## src/rtl/rangefinder_sample_capture.sv

```systemverilog
// Purpose: arms on start, waits for a fresh laser trigger edge, then decimates ADC samples into a sample RAM.
// Latency: a kept sample at cycle N is written at cycle N+1; done/done_irq follow the final write by one cycle.
// Backpressure: none; the RAM write port is always ready, and adc_valid=0 cycles simply pause the capture.
module rangefinder_sample_capture #(
    parameter int DEPTH = 256,
    parameter int AW    = 8,
    parameter int DW    = 8
) (
    input  logic          clk,
    input  logic          reset,
    input  logic [DW-1:0] adc_data,
    input  logic          adc_valid,
    input  logic          trig,
    input  logic          start,
    input  logic          abort,
    input  logic [AW:0]   sample_count,
    input  logic [3:0]    decim,
    output logic [AW-1:0] address2,
    output logic [DW-1:0] writedata2,
    output logic          write2,
    output logic          chipselect2,
    output logic          busy,
    output logic          done,
    output logic          done_irq,
    output logic [AW:0]   wr_count
);

    typedef enum logic [1:0] {
        S_IDLE    = 2'd0,
        S_ARM     = 2'd1,
        S_CAPTURE = 2'd2,
        S_DONE    = 2'd3
    } state_t;

    // Full RAM size expressed in the sample-count width (AW+1 bits holds DEPTH itself).
    localparam logic [AW:0] LP_DEPTH = (AW+1)'(DEPTH);

    state_t        r_state;
    logic          r_trig_prev;
    logic [AW:0]   r_count;
    logic [3:0]    r_decim;
    logic [3:0]    r_decim_cnt;
    logic [AW:0]   r_wr_count;
    logic [AW-1:0] r_address2;
    logic [DW-1:0] r_writedata2;
    logic          r_write2;
    logic          r_busy;
    logic          r_done;
    logic          r_done_irq;

    logic          w_trig_edge;
    logic          w_start_ok;
    logic          w_trig_arm;
    logic          w_cap_valid;
    logic          w_keep;
    logic          w_last_write;
    logic [AW:0]   w_count_norm;

    // A zero or oversized request means "fill the whole RAM".
    assign w_count_norm = ((sample_count == '0) || (sample_count > LP_DEPTH)) ? LP_DEPTH : sample_count;

    // Only a 0->1 transition counts; a trigger already high at arming is ignored.
    assign w_trig_edge  = trig & ~r_trig_prev;

    // Abort has priority over every other event, including a coincident start.
    assign w_start_ok   = start & ~abort & ((r_state == S_IDLE) || (r_state == S_DONE));
    assign w_trig_arm   = (r_state == S_ARM) & w_trig_edge & ~abort;

    // A valid sample that still has room in this capture; only these advance the decimator.
    assign w_cap_valid  = (r_state == S_CAPTURE) & adc_valid & ~abort & (r_wr_count < r_count);
    assign w_keep       = w_cap_valid & (r_decim_cnt == 4'd0);

    // wr_count already includes the write presented this cycle, so equality marks the final write.
    assign w_last_write = (r_state == S_CAPTURE) & r_write2 & (r_wr_count == r_count);

    // Trigger history for edge detection; runs in every state so arming sees the true prior level.
    always_ff @(posedge clk or posedge reset) begin
        if (reset) begin
            r_trig_prev <= 1'b0;
        end else begin
            r_trig_prev <= trig;
        end
    end

    // Capture control FSM with registered status outputs and the per-capture parameter latches.
    always_ff @(posedge clk or posedge reset) begin
        if (reset) begin
            r_state    <= S_IDLE;
            r_busy     <= 1'b0;
            r_done     <= 1'b0;
            r_done_irq <= 1'b0;
            r_count    <= '0;
            r_decim    <= '0;
        end else begin
            r_done_irq <= 1'b0;
            if (abort) begin
                r_state <= S_IDLE;
                r_busy  <= 1'b0;
                r_done  <= 1'b0;
            end else begin
                case (r_state)
                    S_IDLE, S_DONE: begin
                        if (w_start_ok) begin
                            r_state <= S_ARM;
                            r_busy  <= 1'b1;
                            r_done  <= 1'b0;
                            r_count <= w_count_norm;
                            r_decim <= decim;
                        end
                    end
                    S_ARM: begin
                        if (w_trig_arm) begin
                            r_state <= S_CAPTURE;
                        end
                    end
                    S_CAPTURE: begin
                        if (w_last_write) begin
                            r_state    <= S_DONE;
                            r_busy     <= 1'b0;
                            r_done     <= 1'b1;
                            r_done_irq <= 1'b1;
                        end
                    end
                    default: begin
                        r_state <= S_IDLE;
                        r_busy  <= 1'b0;
                    end
                endcase
            end
        end
    end

    // Decimation counter: cleared by the trigger so the first valid sample is always kept.
    always_ff @(posedge clk or posedge reset) begin
        if (reset) begin
            r_decim_cnt <= '0;
        end else if (w_trig_arm) begin
            r_decim_cnt <= '0;
        end else if (w_cap_valid) begin
            r_decim_cnt <= (r_decim_cnt == 4'd0) ? r_decim : (r_decim_cnt - 4'd1);
        end
    end

    // RAM write path: register the kept sample and its index; wr_count counts alongside the strobe.
    always_ff @(posedge clk or posedge reset) begin
        if (reset) begin
            r_write2     <= 1'b0;
            r_writedata2 <= '0;
            r_address2   <= '0;
            r_wr_count   <= '0;
        end else begin
            r_write2 <= w_keep;
            if (w_keep) begin
                r_writedata2 <= adc_data;
                r_address2   <= r_wr_count[AW-1:0];
                r_wr_count   <= r_wr_count + 1'b1;
            end else if (w_start_ok) begin
                r_wr_count   <= '0;
            end
        end
    end

    assign address2    = r_address2;
    assign writedata2  = r_writedata2;
    assign write2      = r_write2;
    assign chipselect2 = r_write2;
    assign busy        = r_busy;
    assign done        = r_done;
    assign done_irq    = r_done_irq;
    assign wr_count    = r_wr_count;

endmodule

```

## config.mk

```make
export PLATFORM = sky130hd
export DESIGN_NAME = rangefinder_sample_capture
export DESIGN_NICKNAME = d
export VERILOG_FILES = /design/src/rtl/rangefinder_sample_capture.sv
export SDC_FILE = /design/constraint.sdc
export NUM_CORES = 1
export LEC_CHECK = 0
export ABC_AREA = 1
export BUFFER_PORTS_ARGS = -buffer_cell sky130_fd_sc_hd__buf_2
export CAP_MARGIN = 30
export CORE_AREA = 5 5 85 106
export CTS_CLUSTER_SIZE = 12
export DETAILED_ROUTE_END_ITERATION = 8
export DIE_AREA = 0 0 90 111
export GPL_TIMING_DRIVEN = 0
export HOLD_SLACK_MARGIN = 0.1
export MAX_ROUTING_LAYER = met4
export PLACE_DENSITY = 0.66
export REMOVE_ABC_BUFFERS = 1
export SETUP_SLACK_MARGIN = 0.4
export SLEW_MARGIN = 20
export SYNTH_ARGS = -nofsm -noshare
export SYNTH_HDL_FRONTEND = slang
export SYNTH_SLANG_ARGS = --single-unit
export TNS_END_PERCENT = 50
```

## constraint.sdc

```tcl
create_clock -name clk -period 3.9 [get_ports clk]
set_input_delay 0.975 -clock clk [delete_from_list [all_inputs] [get_ports clk]]
set_output_delay 0.975 -clock clk [all_outputs]
set_load 0.03 [all_outputs]
```

### Yosys cells after proc, flatten, opt, wreduce, memory -nomap -nowiden

Index checks and enable logic that the tools add are counted.

| cells by class | value |
|---|---|
| $add $sub $neg | 2 |
| magnitude comparators | 2 |
| equal/unequal tests | 7 |
| muxes and demuxes | 22 |
| bitwise logic cells | 13 |
| reductions and logical operators | 12 |

Operators with widths:

| cell | number |
|---|---|
| 2-to-1 mux 9 bit | 3 |
| 2-to-1 mux 4 bit | 3 |
| AND 1 bit | 11 |
| adder 9 x 1 -> 9 bit (second input constant) | 1 |
| == test 9 bit | 1 |
| greater-than comparator 9 bit (second input constant) | 1 |
| logical NOT 9 bit | 1 |
| < comparator 9 bit | 1 |
| 2-to-1 mux 1 bit | 9 |
| != test 3 bit (second input constant) | 3 |
| AND reduction 3 bit | 3 |
| 2-to-1 mux 2 bit | 4 |
| one-hot mux 2 bit (3 select lines) | 1 |
| == test 2 bit (second input constant) | 2 |
| logical NOT 4 bit | 1 |
| one-hot mux 1 bit (2 select lines) | 2 |
| nonzero test 2 bit | 2 |
| subtractor 4 x 1 -> 4 bit (second input constant) | 1 |
| nonzero test 3 bit | 1 |
| == test 2 x 1 -> 1 bit (second input constant) | 1 |
| logical NOT 2 bit | 1 |
| logical OR 1 bit | 2 |
| inverter 1 bit | 2 |
| OR reduction 2 bit | 1 |

| storage, ports and cells | value |
|---|---|
| register bits after elaboration | 49 |
| bits of input ports | 27 |
| output and inout bits | 30 |
| word-level logic and storage cells | 70 |

### Logic depth before layout (Yosys ltp)

Gate-level depths: netlist of the first run.

| logic depth | value |
|---|---|
| depth in word-level cells | 7 |
| mapped depth | 12 |

### Worst setup path after synthesis of the first run

OpenSTA, ideal clock, no wires.

| timing | value |
|---|---|
| path type | input port to flip-flop |
| from | input port sample_count[0] |
| to | register r_count[1] |
| setup time | 83 ps |
| arrival | 1864 ps |
| data required time | 3817 ps |
| path slack | 1953 ps |
| cell stages on the path | 6 |
| path buffers | 0 |
| path through | nor4_1 -> nand2_1 -> ha_1 -> inv_1 -> nand3_1 -> o21ai_0 |

| on the way | value |
|---|---|
| longest elaborated chain between the ends | 3 |

RTL lines:

| what | line | RTL |
|---|---|---|
| start, declared | 16 | `input logic [AW:0] sample_count,` |
| greater-than comparator 9 bit or logical NOT 9 bit (tied branches) | 60 | `assign w_count_norm = ((sample_count == '0) \|\| (sample_count > LP_DEPTH)) ? LP_DEPTH : sample_count;` |
| logical OR 1 bit (*) | 60 |  |
| 2-to-1 mux 9 bit (*) | 60 |  |
| end signal, assigned | 107 | `r_count <= w_count_norm;` |
| end, declared | 40 | `logic [AW:0] r_count;` |

Every way passes the cells marked *; elsewhere a longest branch is shown, timed or not.
A chain may end at the register's enable or synchronous reset.

### Worst setup path after layout of the first run

| timing | value |
|---|---|
| from | register r_wr_count[4] (netlist: wr_count[4]) |
| to | register r_decim_cnt[2] |

| on the way | value |
|---|---|
| longest elaborated chain between the ends | 3 |

RTL lines:

| what | line | RTL |
|---|---|---|
| start, declared | 43 | `logic [AW:0] r_wr_count;` |
| start signal, assigned | 156 | `r_wr_count <= r_wr_count + 1'b1;` |
| < comparator 9 bit | 70 | `assign w_cap_valid = (r_state == S_CAPTURE) & adc_valid & ~abort & (r_wr_count < r_count);` |
| AND 1 bit | 70 |  |
| nonzero test 2 bit (no source line) | -- |  |
| end signal, assigned | 140 | `r_decim_cnt <= (r_decim_cnt == 4'd0) ? r_decim : (r_decim_cnt - 4'd1);` |
| end, declared | 42 | `logic [3:0] r_decim_cnt;` |

No other way between the ends.

==> metrics.md, run 1 <==
| Metric | Value |
|---|---|
| Status | finished, final reports clean |
| Post-synthesis adder-cell area fraction | 6.576% |
| Hold endpoint | r_decim[0] |
| Final Wtd Congestion | 0.8219 |
| CTS tree | built |
| Hold_buf cts | 0 |
| First-pass GRT wire length | 10.07 mm |
| Min Tclk post-route | 2.245 ns |
| Synth Flop Type | dfrtp_1 |
| Mux share of post-synthesis cell area | 0.3758% |
| Root Driver | clkbuf_8 |
| Min-delay src | r_decim[0] |
| Antenna diode count | 0 |
| DRT iter0 DRCs | 94 |
| Die height | 111 um |
| Worst-path fanout max | 11 |
| Yosys reg bits | 49 |
| Setup slack, reg-to-reg | 1.66 ns |
| Hold Path Stages | 2 |
| Slew of the pin with the lowest slew margin | 0.7829 ns |
| RSZ-0062 raised after global routing | false |
| Total GRT Usage | 12.23% |
| YS warnings | 0 |
| Mapped Area | 2664 um^2 |
| Register clock-pin slew on the reported worst setup and hold paths | 0.09 ns |
| Clock skew | 0.008797 ns |
| Top-count cell post-synth | nand2_1 |
| Critical path type | reg2reg |
| CP endpoint kind | flip-flop |
| Initial antenna violation count | 0 |
| H-tree Lvls | 2 |
| Slew HR | 47.61% |
| Nets | 427 |
| DP HPWL | 4.406 mm |
| # resized after CTS | 0 |
| R2R depth | 10 |
| Pwr/cell area | 608.1 nW/um^2 |
| Vias per std cell | 4.633 |
| Clock Path Buffers | 2 |
| Cell Chain, Critical Path | ha_1 > nand2_1 > inv_1 > nand2_1 > nand2_1 > nand2_1 > inv_1 > nor2_1 > nand3_1 > nand2_1 |
| P_leak | 1.735 nW |
| Count of final hold-check violations | 0 |
| Core Area | 7792 um^2 |
| MaxCap Viol Count | 0 |
| Final setup TNS | 0 ns |
| Yosys cell types | 28 |
| Initial Utilization | 34.18% |
| Critical path's most frequent cell | nand2_1 |
| Most area-hungry cell type in the Yosys netlist | dfrtp_1 |
| Fmax | 445.5 MHz |
| Inserted Clock Buffers | 5 |
| Worst hold path type | reg2reg |
| Largest family of logic cells by synthesized area | simple AND/OR/NAND/NOR gates |
| Proportion of layout cells with a drive suffix above 1 | 23.77% |
| Final Routed Wirelength | 5.680 mm |
| Row cnt | 36 |
| Setup crit start kind | flip-flop |
| Vias in the first global route | 2,186 |
| # IOs | 57 |
| Slew Viols, Final | 0 |
| Die W | 90 um |
| Crit path largest cell delay | 0.61 ns |
| Synth Area in XOR/XNOR | 0.6576% |
| # port buffers | 56 |
| Period utilization | 57.55% |
| Post-CTS setup buffer count | 0 |
| Yosys top cell area share | 46.03% |
| Synth Area in Compound Gates | 5.308% |
| Post-synth EDFFs | 0 |
| Mapped Cells | 331 |
| DP Cell Count | 474 |
| Final Non-Filler Cells | 482 |
| Clk sinks | 49 |
| Avg Synthesized Cell Area | 8.048 um^2 |
| Syn-to-layout area delta | 17.80% |
| Worst flop-to-flop path endpoint | r_decim_cnt[2] |
| DR vias | 2,233 |
| Simple-gate share of the synthesized area | 32.22% |
| DIE AREA | 9990 um^2 |
| Slowest-stage cell, CP | nor2_1 |
| Synth top area cells | dfrtp_1 (46%), nand2_1 (15%), nand3_1 (7.3%) |
| Finish-stage setup viols | 0 |
| Clock Latency Late Sink | 0.30 ns |
| Pre-antenna DRT Iters | 4 |
| FF-to-FF Start | wr_count[4] |
| Worst path required time | 4.14 ns |
| Grt ovf | 0 |
| Total Power | 0.001908 W |
| Sequential-to-total area share from yosys stat | 46.03% |
| WL/cell | 11.78 um |
| Worst vdd ir | 0.0002483 V |
| Commonest cells in the synthesized netlist | nand2_1 (107), dfrtp_1 (49), inv_1 (41), nand3_1 (39) |
| Asr flop ratio synth | 100.0% |
| Post-DRT Antenna Nets | 0 |
| DRC viols | 0 |
| Arrival @ worst endpoint | 2.48 ns |
| Largest net degree at the start of global routing | 35 |
==> cell type report <==
type / instances / area, um^2
Inverter: 44 / 166.4
Clock buffer: 5 / 68.82
Sequential cell: 49 / 1226
Tap cell: 95 / 118.9
Timing Repair Buffer: 58 / 311.5
Multi-Input combinational cell: 228 / 1202
Fill cell: 806 / 4654
Clock inverter: 3 / 43.79
==> cell usage in the layout, fill, tap and decap left out, drive strengths merged <==
cell type / n
dfrtp: 49
o22ai: 1
nor4: 2
bufinv: 1
nor3: 3
nor2: 18
a21oi: 2
nand3: 42
or2: 1
mux2i: 1
clkbuf: 5
nand2: 113
o21ai: 19
inv: 44
xor2: 2
buf: 58
ha: 14
nand4: 4
clkinv: 2
nand3b: 6
==> cells by family (layout without fill, tap and decap cells) <==
| kind of cell | after synthesis | count (layout) |
|---|---|---|
| buffers and inverters | 54 | 110 |
| xor gates and xnor gates | 2 | 2 |
| AOI/OAI and AO/OA | 22 | 22 |
| and+or+nand+nor | 189 | 189 |
| DFF | 49 | 49 |
| adders and majority gates | 14 | 14 |
| muxes | 1 | 1 |
==> through the flow <==
step                      setup WS [ns]  area, um^2  utilization (%)  hold slack, ns
after floorplan                   1.472        2595                -          0.4416
after global placement           0.7878        2994            38.42          0.4569
after detailed placement          1.378        3025            38.82          0.4615
after CTS                         1.652        3138            40.27          0.4858
after global routing              1.456        3138            40.27          0.5092
final                             1.655        3138            40.27          0.4818
==> report_power, final <==
| part | internal [W] | leakage (nW) | switching, W |
|---|---|---|---|
| Clock | 0.000192 | 0.0585 | 0.000173 |
| Sequential | 0.000660 | 0.652 | 0.0000803 |
| Combinational | 0.000254 | 1.02 | 0.000548 |
==> worst max path at each step <==
stage,endpoint,cells after the start,slack (ns),startpoint
after global placement,wr_count[0],7,0.79,abort
after global routing,wr_count[4],10,1.46,wr_count[4]
final,r_decim_cnt[2],10,1.66,wr_count[4]
after floorplan,wr_count[0],6,1.47,abort
after CTS,r_decim_cnt[2],10,1.65,wr_count[4]
after detailed placement,writedata2[7],10,1.38,abort
==> flip-flops by register name, indices dropped and copies added (netlist names) <==
| register | flops |
|---|---|
| r_count | 9 |
| chipselect2 | 1 |
| r_state | 2 |
| done_irq | 1 |
| busy | 1 |
| address2 | 8 |
| writedata2 | 8 |
| wr_count | 9 |
| r_decim_cnt | 4 |
| done | 1 |
| r_decim | 4 |
| r_trig_prev | 1 |
==> layer usage <==
layer,share of wire (%),track usage (%),wire length (um),vias to the layer above
met2,49,20.02,2806,45
li1,-,-,-,1159
met3,4.5,2.919,254,8
met4,2.0,4.667,112,0
met1,44,14.52,2506,1021
met5,0,-,0,-
==> worst max-delay path: cells and delay by family (launching register included) <==
kind,cells,cell delay [ns]
simple gates,7,1.20
fa+ha+maj,1,0.36
flops,1,0.51
buf+inv,2,0.12
Note: power is estimated with default switching activity, not from simulation.
==> run 2: changes to the inputs <==
==> constraint.sdc (replaced) <==
create_clock -name clk -period 2.3 [get_ports clk]
set_input_delay 0.575 -clock clk [delete_from_list [all_inputs] [get_ports clk]]
set_output_delay 0.575 -clock clk [all_outputs]
set_load 0.03 [all_outputs]
==> metrics.md, run 2 (synthesis results as in run 1) <==
| Metric | Value |
|---|---|
| MaxCap Viol Count | 0 |
| CP endpoint kind | flip-flop |
| DRC viols | 0 |
| Worst hold path type | in2async |
| Row cnt | 36 |
| Nets | 448 |
| Clock skew | 0.01075 ns |
| Initial Utilization | 34.18% |
| Register clock-pin slew on the reported worst setup and hold paths | 0.10 ns |
| Worst-path fanout max | 9 |
| Clk sinks | 49 |
| Final worst setup slack | 0.4510 ns |
| DIE AREA | 9990 um^2 |
| Count of final hold-check violations | 0 |
| FF-to-FF Start | wr_count[5] |
| Largest net degree at the start of global routing | 28 |
| Fill cells | 779 |
| Routed wl met2 | 3.356 mm |
| WL/cell | 12.76 um |
| Root Driver | clkbuf_8 |
| Period utilization | 80.39% |
| Post-DRT Antenna Nets | 0 |
| Most frequent cells in the layout | nand2_1 (104), buf_2 (56), dfrtp_1 (41) |
| Worst vdd ir | 0.0003987 V |
| DP Cell Count | 474 |
| Seq pwr share | 35.5% |
| Crit path launch | wr_count[5] |
| Initial antenna violation count | 0 |
| Pwr/cell area | 1026 nW/um^2 |
| DP HPWL | 4.406 mm |
| # port buffers | 56 |
| Final Non-Filler Cells | 503 |
| Proportion of layout cells with a drive suffix above 1 | 32.60% |
| Finish-stage setup viols | 0 |
| # IOs | 57 |
| RSZ-0062 raised after global routing | true |
| CTS tree | built |
| P_leak | 1.840 nW |
| Power Internal | 0.002059 W |
| Fmax | 540.8 MHz |
| Syn-to-layout area delta | 29.69% |
| Core Area | 7792 um^2 |
| Slew HR | 65.91% |
| Sw frac | 41.88% |
| DR WL met3 | 218 um |
| Most common cell after layout, fill and taps aside | nand2_1 |
| Clock Latency Late Sink | 0.31 ns |
| Vias per std cell | 4.680 |
| Setup crit start kind | flip-flop |
| Total GRT Usage | 12.94% |
| DR vias | 2,354 |
| Worst path required time | 2.50 ns |
| DRT iter0 DRCs | 131 |
| Die height | 111 um |
| Clock network power share | 17.6% |
| Slew of the pin with the lowest slew margin | 0.5106 ns |
| First-pass GRT wire length | 10.54 mm |
| Antenna diode count | 0 |
| Uppermost layer routed | met4 |
| Comb power frac | 46.9% |
| Met1 WL | 2.707 mm |
| Sw Pwr | 0.001484 W |
| H-tree Lvls | 2 |
| Final Routed Wirelength | 6.420 mm |
| Arrival @ worst endpoint | 2.05 ns |
| Inserted Clock Buffers | 5 |
| Final Wtd Congestion | 0.8219 |
| Grt ovf | 0 |
| Die W | 90 um |
| Slew Viols, Final | 0 |
| Pre-antenna DRT Iters | 4 |
| Vias in the first global route | 2,265 |
| Pre-CTS setup slack | 0.07393 ns |
| Clock Path Buffers | 2 |
| Critical path type | reg2reg |
| Min Tclk post-route | 1.849 ns |
| Status | finished, final reports clean |
## run 2: cell type report
type | instances | area, um^2 | share of cell area [%]
clock buffer | 5 | 68.82 | 1.992
clock inverter | 3 | 43.79 | 1.268
inverter | 44 | 170.2 | 4.926
multi-input combinational | 229 | 1305 | 37.78
sequential | 49 | 1236 | 35.78
tap | 95 | 118.9 | 3.441
timing repair buffer | 78 | 511.7 | 14.81
## run 2: worst max-delay path, stage by stage (launching register included)
cell and delay, ns:
dfrtp_2 0.47, ha_1 0.33, nand2_1 0.09, nor2_4 0.13
inv_1 0.07, nor2_2 0.17, nor2_4 0.08, nand3_4 0.11
clkinv_2 0.14, nand2_1 0.09, nand2_1 0.05
## run 2: power groups by stage
| stage | Sequential (W) | Clock [W] | Combinational (W) |
|---|---|---|---|
| floorplan | 0.00147 | 0 | 0.000788 |
| global placement | 0.00126 | 0 | 0.00132 |
| detailed placement | 0.00127 | 0 | 0.00137 |
| CTS | 0.00126 | 0.000644 | 0.00145 |
| global route | 0.00130 | 0.000671 | 0.00185 |
| finish | 0.00126 | 0.000623 | 0.00166 |
## run 2: worst paths after layout
path / to / slack [ns] / cells after the start
min: wr_count[2] / 0.28 / 2
max in group asynchronous: wr_count[1] / 1.50 / 3
min reg2reg: writedata2[4] / 0.48 / 2
min in group clk: r_trig_prev / 0.41 / 1
max reg2reg: writedata2[7] / 0.45 / 10
max: writedata2[7] / 0.45 / 10
## run 2: per-layer routing
metal,GRT usage [%],up-vias
met2,22.12,42
met3,2.783,11
met5,-,-
met1,14.82,1095
li1,-,1206
met4,4.767,0
## run 2: repair_timing
| item | in CTS | in global routing |
|---|---|---|
| buffers inserted | 7 | 13 |
| hold endpoints to repair | 0 | 0 |
| pin swaps | 3 | 3 |
| gates cloned | 1 | 0 |
| resized for setup | 8 | 16 |
| hold buffers | 0 | 0 |
| setup endpoints to repair | 31 | 40 |
## run 2: per-stage QoR
step | TNS (ns) | util, % | power [W] | area, um^2 | hold WS, ns
after floorplan | 0 | - | 0.002262 | 2595 | 0.4416
after global placement | -9.768 | 38.42 | 0.002586 | 2994 | 0.4569
after detailed placement | 0 | 38.82 | 0.002642 | 3025 | 0.4615
after CTS | 0 | 41.94 | 0.003347 | 3268 | 0.2986
after global routing | 0 | 44.33 | 0.003815 | 3455 | 0.3319
final | 0 | 44.33 | 0.003544 | 3455 | 0.2801
==> run 3: changes to the inputs <==
--- a/config.mk
+++ b/config.mk
@@ -5,17 +5,17 @@
 export SDC_FILE = /design/constraint.sdc
 export NUM_CORES = 1
 export LEC_CHECK = 0
-export ABC_AREA = 1
+export ABC_AREA = 0
 export BUFFER_PORTS_ARGS = -buffer_cell sky130_fd_sc_hd__buf_2
 export CAP_MARGIN = 30
-export CORE_AREA = 5 5 85 106
+export CORE_AREA = 5 5 83 104
 export CTS_CLUSTER_SIZE = 12
 export DETAILED_ROUTE_END_ITERATION = 8
-export DIE_AREA = 0 0 90 111
+export DIE_AREA = 0 0 88 109
 export GPL_TIMING_DRIVEN = 0
 export HOLD_SLACK_MARGIN = 0.1
 export MAX_ROUTING_LAYER = met4
-export PLACE_DENSITY = 0.66
+export PLACE_DENSITY = 0.68
 export REMOVE_ABC_BUFFERS = 1
 export SETUP_SLACK_MARGIN = 0.4
 export SLEW_MARGIN = 20
==> constraint.sdc (replaced) <==
create_clock -name clk -period 1.6 [get_ports clk]
set_input_delay 0.4 -clock clk [delete_from_list [all_inputs] [get_ports clk]]
set_output_delay 0.4 -clock clk [all_outputs]
set_load 0.03 [all_outputs]
==> metrics.md, run 3 <==
| Metric | Value |
|---|---|
| Violated checks | negative setup slack |
| Yosys top cell area share | 48.28% |
| Mapped Area | 2540 um^2 |
| First-pass GRT wire length | 10.41 mm |
| Register clock-pin slew on the reported worst setup and hold paths | 0.09 ns |
| Min Tclk post-route | 2.291 ns |
| Root Driver | clkbuf_8 |
| DRT iter0 DRCs | 154 |
| Pwr/cell area | 1427 nW/um^2 |
| Yosys cell types | 44 |
| # port buffers | 56 |
| MaxCap Viol Count | 0 |
| Pre-CTS setup slack | -1.105 ns |
| CTS tree | built |
| Comb power frac | 49.9% |
| DRC viols | 0 |
| Met3 usage | 2.721% |
| Arrival @ worst endpoint | 2.46 ns |
| Antenna diode count | 0 |
| Slew HR | 62.90% |
| Final Wtd Congestion | 0.8622 |
| Slowest-stage cell, CP | dfrtp_1 |
| Vias per std cell | 5.085 |
| Final Non-Filler Cells | 426 |
| Proportion of layout cells with a drive suffix above 1 | 51.96% |
| GRT met1 Usage | 16.96% |
| Total GRT Usage | 14.61% |
| Row cnt | 36 |
| Placed inst area | 2940 um^2 |
| Fmax | 436.5 MHz |
| R2R depth | 9 |
| Crit path launch | r_count[6] |
| Met2 usage | 24.52% |
| Post-Route Utilization | 51.73% |
| Pre-antenna DRT Iters | 6 |
| Cell Chain, Critical Path | inv_2 > ha_4 > a211o_1 > a2111oi_4 > o211ai_1 > buf_4 > buf_4 > a211oi_2 > a211oi_1 |
| Most area-hungry cell type in the Yosys netlist | dfrtp_1 |
| YS warnings | 0 |
| Count of final hold-check violations | 0 |
| # IOs | 57 |
| Worst path required time | 1.77 ns |
| Fill cells | 650 |
| Die W | 88 um |
| Critical path type | reg2reg |
| Slew Viols, Final | 0 |
| Vias in the first global route | 2,182 |
| Initial Utilization | 33.37% |
| Final worst setup slack | -0.6910 ns |
| Seq pwr share | 33.7% |
| Worst flop-to-flop path endpoint | r_decim_cnt[1] |
| Critical path's most frequent cell | buf_4 |
| P_leak | 1.831 nW |
| Post-DRT Antenna Nets | 0 |
| Die height | 109 um |
| Clk sinks | 49 |
| WL/cell | 15.90 um |
| Cell family with most CP delay | compound AO/OA/AOI/OAI gates |
| Top-count cell post-synth | dfrtp_1 |
| CP endpoint kind | flip-flop |
| Power Internal | 0.003407 W |
| Setup crit end | r_decim_cnt[1] |
| RSZ-0062 raised after global routing | true |
| Synth top area cells | dfrtp_1 (48%), mux2_4 (7.1%), ha_1 (6.9%) |
| Asr flop ratio synth | 100.0% |
| Post-synth EDFFs | 0 |
| Period utilization | 143.2% |
| Initial antenna violation count | 0 |
| Inserted Clock Buffers | 5 |
| WP buf/inv | 3 |
| Clock skew | 0.007005 ns |
| Crit path largest cell delay | 0.40 ns |
| Most frequent cells in the layout | dfrtp_1 (42), buf_6 (35), buf_2 (26), buf_4 (26), inv_1 (20) |
| Core Area | 7612 um^2 |
| DIE AREA | 9592 um^2 |
| Worst hold path type | in2async |
| CP Depth | 9 |
| Worst-path fanout max | 4 |
| DP HPWL | 4.076 mm |
| Yosys reg bits | 49 |
| FF-to-FF Start | r_count[6] |
| Synth Flop Type | dfrtp_1 |
| Mapped Cells | 234 |
| Slew of the pin with the lowest slew margin | 0.5553 ns |
| Worst vdd ir | 0.0008311 V |
| Sw Pwr | 0.002213 W |
| Finish-stage setup viols | 34 |
| Most congested layer reported by global routing | met2 |
| Setup crit start kind | flip-flop |
| DR vias | 2,166 |
| Syn-to-layout area delta | 55.02% |
| Most common cell after layout, fill and taps aside | dfrtp_1 |
| Status | finished, violations left |
| Clock Latency Late Sink | 0.31 ns |
| Finished layout cell area | 3938 um^2 |
| Nets | 371 |
| Setup slack, reg-to-reg | -0.69 ns |
| Clock Path Buffers | 2 |
| Avg Synthesized Cell Area | 10.85 um^2 |
| Grt ovf | 0 |
| Clock network power share | 16.4% |
| Commonest cells in the synthesized netlist | dfrtp_1 (49), inv_1 (24), nand2_1 (21), o21ai_0 (18), ha_1 (14) |
| Largest net degree at the start of global routing | 20 |
| Sw frac | 39.38% |
| DP Cell Count | 380 |
| Final setup TNS | -18.44 ns |
| Final Routed Wirelength | 6.775 mm |
| Sequential-to-total area share from yosys stat | 48.28% |
| H-tree Lvls | 2 |
## run 3: worst reg2reg max path: cells and delay by family, from the launching register on
kind,cells,cell delay (ns)
compound gates,5,1.13
buf+inv,3,0.41
flops,1,0.40
fa+ha+maj,1,0.20
## run 3: timing repair
action / CTS / global route
cloned: 4 / 0
pin swaps: 8 / 25
gates resized for setup: 93 / 49
buffers inserted: 16 / 18
endpoints found under the hold margin: 15 / 15
setup endpoints to repair: 78 / 78
## run 3: area by class of cell
cell class / count / area, um^2 / area share [%]
inverter: 25 / 98.84 / 2.510
timing repair buffer: 92 / 834.6 / 21.19
clock inverter: 1 / 30.03 / 0.7626
clock buffer: 7 / 86.33 / 2.193
sequential: 49 / 1235 / 31.36
multi-input combinational: 157 / 1534 / 38.96
tap: 95 / 118.9 / 3.019
## run 3: logic make-up (layout without fill, tap and decap cells)
family          after synthesis  count (layout)  share of synthesized area [%]
xor+xnor                      2               2                         0.6898
mux                          22              22                          11.43
compound gates               48              48                          12.56
simple gates                 67              71                          14.34
fa+ha+maj                    14              14                          6.897
buf+inv                      32             125                          5.813
flops                        49              49                          48.28
## run 3: power by group through the flow
stage / Combinational [W] / Clock [W] / Sequential [W]
global placement: 0.00170 / 0 / 0.00184
finish: 0.00280 / 0.000924 / 0.00189
floorplan: 0.00106 / 0 / 0.00208
CTS: 0.00242 / 0.000963 / 0.00188
global route: 0.00302 / 0.00103 / 0.00194
detailed placement: 0.00178 / 0 / 0.00186
## run 3: routing by layer
metal,wire length (um),vias up
met3,345,13
met1,2635,1054
li1,-,1025
met5,0,-
met4,136,0
met2,3657,74
## run 3: how the worst min path moves through the flow
stage             endpoint  cells past startpoint        from
5_1_grt        address2[7]                      2       reset
4_1_cts        address2[7]                      2       reset
3_3_place_gp    r_count[8]                      2  r_count[8]
6_report       address2[7]                      2       reset
3_5_place_dp   address2[6]                      2       reset
2_1_floorplan  r_trig_prev                      0        trig
## run 3: through the flow
stage	total power [W]	hold slack [ns]
after global routing	0.005978	0.06908
final	0.005620	0.05569
after detailed placement	0.003641	0.4094
after CTS	0.005264	0.06187
after floorplan	0.003142	0.4314
after global placement	0.003544	0.4630
